**src/rtl/apu_pkg.sv**
```systemverilog
// Shared APU constants: length-counter lookup table, default widths and
// the sequencer index width used by the triangle channel.
package apu_pkg;

  localparam int TIMER_W_DEF = 11;
  localparam int LEN_W_DEF   = 8;
  localparam int SEQ_W       = 5;
  localparam int LIN_W       = 7;

  localparam logic [7:0] LENGTH_TABLE [32] = '{
    8'd10,  8'd254, 8'd20,  8'd2,   8'd40,  8'd4,   8'd80,  8'd6,
    8'd160, 8'd8,   8'd60,  8'd10,  8'd14,  8'd12,  8'd26,  8'd14,
    8'd12,  8'd16,  8'd24,  8'd18,  8'd48,  8'd20,  8'd96,  8'd22,
    8'd192, 8'd24,  8'd72,  8'd26,  8'd16,  8'd28,  8'd32,  8'd30
  };

  function automatic logic [7:0] length_lookup(input logic [4:0] idx);
    return LENGTH_TABLE[idx];
  endfunction

endpackage

```
**src/rtl/apu_length_counter.sv**
```systemverilog
// APU length counter: table load on register write, half-frame decrement
// unless halted, forced to zero while the channel is disabled.
module apu_length_counter
  import apu_pkg::*;
#(
  parameter int LEN_W = LEN_W_DEF
) (
  input  logic             clk,
  input  logic             reset,
  input  logic             load,
  input  logic [4:0]       load_idx,
  input  logic             half_frame,
  input  logic             halt,
  input  logic             en,
  output logic [LEN_W-1:0] length
);

  // Disable beats load, load beats the half-frame decrement; saturates at 0.
  always_ff @(posedge clk) begin
    if (reset)
      length <= '0;
    else if (!en)
      length <= '0;
    else if (load)
      length <= LEN_W'(length_lookup(load_idx));
    else if (half_frame && !halt && length != '0)
      length <= length - LEN_W'(1);
  end

endmodule

```
**src/rtl/triangle_channel.sv**
```systemverilog
// NES-style triangle channel: period timer, 32-step sequencer, linear
// counter and length counter gating.
// Optional macro TRI_ULTRASONIC_MUTE_EN: freezes the sequencer while
// period < 2 to avoid ultrasonic output.
module triangle_channel
  import apu_pkg::*;
#(
  parameter int TIMER_W = TIMER_W_DEF,
  parameter int LEN_W   = LEN_W_DEF
) (
  input  logic       clk,
  input  logic       reset,
  input  logic       quarter_frame,
  input  logic       half_frame,
  input  logic [7:0] reg4008,
  input  logic [7:0] reg400a,
  input  logic [7:0] reg400b,
  input  logic       reg400b_wr,
  input  logic       length_en,
  output logic [3:0] wave
);

  logic [TIMER_W-1:0] period;
  logic [TIMER_W-1:0] timer;
  logic [SEQ_W-1:0]   seq_idx;
  logic [LIN_W-1:0]   linear;
  logic               reload_flag;
  logic [LEN_W-1:0]   length;
  logic               control;
  logic               freq_ok;
  logic               step;
  logic               reload_now;

  assign control = reg4008[7];
  assign period  = TIMER_W'({reg400b[2:0], reg400a});

`ifdef TRI_ULTRASONIC_MUTE_EN
  assign freq_ok = (period >= TIMER_W'(2));
`else
  assign freq_ok = 1'b1;
`endif

  assign step = (timer == '0) && (linear != '0) && (length != '0) && freq_ok;

  // A write landing on the same quarter-frame already performs the reload.
  assign reload_now = reload_flag || reg400b_wr;

  // Period timer; a new period only takes effect at the next reload.
  always_ff @(posedge clk) begin
    if (reset)
      timer <= '0;
    else if (timer == '0)
      timer <= period;
    else
      timer <= timer - TIMER_W'(1);
  end

  // Sequencer index, wraps 31 -> 0 and holds while gated.
  always_ff @(posedge clk) begin
    if (reset)
      seq_idx <= '0;
    else if (step)
      seq_idx <= seq_idx + SEQ_W'(1);
  end

  // Linear counter clocked by the quarter-frame strobe.
  always_ff @(posedge clk) begin
    if (reset)
      linear <= '0;
    else if (quarter_frame) begin
      if (reload_now)
        linear <= reg4008[6:0];
      else if (linear != '0)
        linear <= linear - LIN_W'(1);
    end
  end

  // Reload flag: set by a $400B write, which wins over the quarter-frame clear.
  always_ff @(posedge clk) begin
    if (reset)
      reload_flag <= 1'b0;
    else if (reg400b_wr)
      reload_flag <= 1'b1;
    else if (quarter_frame && !control)
      reload_flag <= 1'b0;
  end

  apu_length_counter #(.LEN_W(LEN_W)) u_len (
    .clk        (clk),
    .reset      (reset),
    .load       (reg400b_wr),
    .load_idx   (reg400b[7:3]),
    .half_frame (half_frame),
    .halt       (control),
    .en         (length_en),
    .length     (length)
  );

  // Down ramp 15..0 for idx 0..15, up ramp 0..15 for idx 16..31.
  assign wave = seq_idx[4] ? seq_idx[3:0] : ~seq_idx[3:0];

endmodule

```
**config.mk**
```make
export PLATFORM = sky130hd
export DESIGN_NAME = triangle_channel
export DESIGN_NICKNAME = d
export VERILOG_FILES = /design/src/rtl/apu_pkg.sv /design/src/rtl/apu_length_counter.sv /design/src/rtl/triangle_channel.sv
export SDC_FILE = /design/constraint.sdc
export NUM_CORES = 1
export LEC_CHECK = 0
export ABC_AREA = 1
export CORE_AREA = 2 2 77 79
export CTS_CLUSTER_SIZE = 8
export DETAILED_ROUTE_END_ITERATION = 10
export DIE_AREA = 0 0 79 81
export PLACE_DENSITY = 0.77
export SYNTH_ARGS = -nofsm -noshare
export SYNTH_HDL_FRONTEND = slang
export SYNTH_SLANG_ARGS = --single-unit
export TNS_END_PERCENT = 100
```
**constraint.sdc**
```tcl
create_clock -name clk -period 1.7 [get_ports clk]
set_clock_uncertainty 0.1 [all_clocks]
set_input_delay 0.34 -clock clk [delete_from_list [all_inputs] [get_ports clk]]
set_output_delay 0.34 -clock clk [all_outputs]
set_load 0.005 [all_outputs]
```
==> run summary <==
The flow ran to the end, and the final reports show no timing, DRC or antenna violations. In the synthesized netlist, the cells that appear most often are 75 x sky130_fd_sc_hd__nand2_1, 42 x sky130_fd_sc_hd__nor2_1, 38 x sky130_fd_sc_hd__inv_1, 32 x sky130_fd_sc_hd__dfxtp_1, 30 x sky130_fd_sc_hd__nand3_1. Summed over all layers, the routed wires come to 5.681 mm. The tools report the maximum VDD drop as 803.5 uV.

The number of sinks driven by the clock tree is 32, and the proportion of total power due to net switching is 0.4176. A synthesized cell averages 6.740 um2. Pin placement for this block handled 34 I/O pins.

The area of the die is 6399 um2. The logs give 0 for the number of failing setup endpoints in the final timing report and 579 for the number of fill cells in the layout. The run gives 0.1186 ns as the minimum setup slack in the final design. Derived from the worst setup path, the maximum achievable clock frequency is 0.6324 GHz.

STA puts the critical path data required time at 1.78 ns. Sequential share of power: 0.330. The core region is 5675 um2. With fillers left out, the area of the finished cells amounts to 3080 um2. The number of CTS-inserted buffers was 5.

For this run, the leading register cell type out of synthesis is sky130_fd_sc_hd__dfxtp_1. The maximum clock insertion buffer count is 2, and the final count of pins violating max slew is 0. Entering global routing, the biggest net connects 13 pins. The instance area after placement is 2957 um2.

The count of unique library cells instantiated by Yosys is 36. After detailed routing, the number of remaining DRC violations is 0. The leakage power was 0.001367 uW; the leftover overflow at the end of global routing was 0. STA classifies the critical path endpoint as a flip-flop. The ratio of final minimum period to clock period was 0.9302.

The slew at the pin with the worst max-slew slack works out to 0.4100 ns. The most frequently used cell type in the post-synthesis netlist was sky130_fd_sc_hd__nand2_1. Across the run, the number of max-cap violations was 0. In the final layout, the multi-input gates occupy 1579 um2. The number of DRC markers in iteration 0 came out at 100. At the end of routability-driven placement, the weighted congestion stood at 0.8467. After legalization and detailed placement, the total HPWL measured 4.220 mm. The post-synth net total is 402. The clock-pin transition on the worst setup and hold timing paths came out at 0.07 ns.

Yosys mapped a number of flops with a built-in enable equal to 0. Yosys printed 0 warnings. CTS built an H-tree with a depth of 2. Internal power comes to 1861 uW. Summing every instance area after synthesis gives 2420 um2. The number of port buffers is 33, and the total of hold buffers inserted after clock tree synthesis is 0. The first global-routing pass estimated 9.839 mm of wire. The total count of hold-check failures in the final report was 0; the instance count of the mapped netlist was 359.

The share of flip-flops with an asynchronous set or reset works out to 0. The tools report the detailed-route via count as 2425. The synthesis-to-finish area growth came out at 27.30%. TritonCTS built the clock tree.

The run gives 0 as the count of antenna-violating nets left after detailed routing. The cell at the root of the clock tree was sky130_fd_sc_hd__clkbuf_8. Part of the total power dissipated in combinational logic: 0.465. The headroom to the max-slew limit was 0.7246.

The initial core utilization was 0.4264. Yosys attributes the largest share of cell area to sky130_fd_sc_hd__dfxtp_1 26%, sky130_fd_sc_hd__nand2_1 12%, sky130_fd_sc_hd__ha_1 6.7%. The worst min-delay path class was flip-flop to flip-flop. For the worst setup path, the data arrival time is 1.66 ns. The initial antenna violation count was 0; the share of the synthesized area in the top cell type was 0.2647. Across all hold checks on the routed design, the worst slack comes to 0.3435 ns. Synthesis inferred 32 register bits.

The logs give 0.205 for the clock share of power and -0.3712 ns for the worst setup timing slack at the placement stage. Total area of sequential cells: 649.4 um2. The later pin in the worst-skew pair is clocked with a latency of 0.29 ns. The floorplan has 28 rows.

For the fraction of the yosys area taken by sequential cells, the log shows 0.2647. The power density over the cells came out at 1038 nW/um2. The largest area contributor in the synthesized netlist was sky130_fd_sc_hd__dfxtp_1. In this run the horizontal extent of the chip is 79 um. STA classifies the critical path startpoint as a flip-flop. The share of post-route cells with drive strength above 1 is 0.1659, and the highest net fanout along the worst path is 6.

For the non-filler instance count after layout, the log shows 485. The kind of critical path was flip-flop to flip-flop. Dividing the detail-routed wire length by the instance count gives 11.71 um. In this run the power spent charging and discharging nets is 1335 uW.

Including well taps, the total number of placed cells is 478. Before antenna repair, the detailed router went through 4 iterations. The minimum clock period after layout was 1.581 ns.

The y dimension of the die was 81 um. The tools report the combined global-route utilization of all metal layers as 0.1903. After detailed routing, the number of vias per cell comes to 5.000. In the final design database the tool counted 453 nets. The diode insertion count for antenna repair came out at 0.

For the post-route total power, the log shows 3196 uW. The run gives 2317 as the number of global-route vias before repair.
## critical path, stage by stage (launching register included)
cell                      delay [ns]
sky130_fd_sc_hd__dfxtp_1        0.31
sky130_fd_sc_hd__inv_1          0.12
sky130_fd_sc_hd__ha_2           0.22
sky130_fd_sc_hd__nand2_1        0.07
sky130_fd_sc_hd__nor2_2         0.12
sky130_fd_sc_hd__nand3_2        0.09
sky130_fd_sc_hd__nor2_4         0.21
sky130_fd_sc_hd__inv_2          0.09
sky130_fd_sc_hd__nand2_1        0.08
sky130_fd_sc_hd__a21oi_2        0.05
## final cells by class
class | instances | share of cell area
clock buffer | 7 | 0.03128
inverter | 43 | 0.05402
multi-input combinational | 275 | 0.5126
sequential | 32 | 0.2108
tap | 75 | 0.03046
timing repair buffer | 53 | 0.1608
## power by group through the flow
| stage | Clock, uW | Sequential [uW] | Combinational [uW] |
|---|---|---|---|
| 2_1_floorplan | 0 | 1040 | 1150 |
| 3_3_place_gp | 0 | 1060 | 1400 |
| 3_5_place_dp | 0 | 1070 | 1460 |
| 4_1_cts | 664 | 1050 | 1460 |
| 5_1_grt | 686 | 1080 | 1690 |
| 6_report | 655 | 1050 | 1490 |
## final timing paths
check / start / end / slack [ns] / cells past startpoint
max: timer[0] / seq_idx[3] / 0.12 / 9
min: timer[0] / timer[0] / 0.34 / 1
max reg2reg: timer[0] / seq_idx[3] / 0.12 / 9
min reg2reg: timer[0] / timer[0] / 0.34 / 1
## state kept, by name, summed over array words and instances, names as in the netlist
register,flops
seq_idx,5
linear,7
u_len.length,8
reload_flag,1
timer,11
## cell families (layout without fill, tap and decap cells)
family	after synthesis	in the layout	share of synthesized area
xor gates and xnor gates	13	13	0.04705
and+or+nand+nor	179	179	0.3645
AOI/OAI and AO/OA	70	70	0.1680
adders and majority gates	13	13	0.06722
DFF	32	32	0.2647
buffers and inverters	52	103	0.08842
## per-stage QoR
stage	utilization	setup TNS, ns
after floorplan	-	0
after global routing	0.5428	-0.0004354
final	0.5428	0
after CTS	0.5386	0
after detailed placement	0.5209	-2.438
after global placement	0.5209	-2.028
## layout by cell type (no fill, tap or decap), drive strengths merged
cell type / n
xor2: 4
nand4: 5
or2: 1
inv: 43
a21oi: 30
o21ai: 28
nor3: 4
buf: 20
nor2: 55
nand2: 80
o21bai: 1
clkdlybuf4s50: 26
o211ai: 6
clkbuf: 7
dlygate4sd2: 4
a311oi: 1
xnor2: 9
dlymetal6s2s: 3
dfxtp: 32
nand3: 32
a31oi: 4
ha: 13
nand3b: 2
## layer usage
metal  vias up  part of all wire  GRT usage
li1       1274                 -          -
met1      1096              0.47     0.2357
met2        46              0.47     0.3254
met3         9             0.042    0.03556
met4         0             0.020    0.07931
met5         -                 0          0
## repair_timing
item	in CTS	in global routing
setup buffers	0	0
pin swaps	0	2
gates resized for setup	10	9
endpoints found under the setup margin	5	9
No activity file was read; power rests on OpenSTA's default activity.
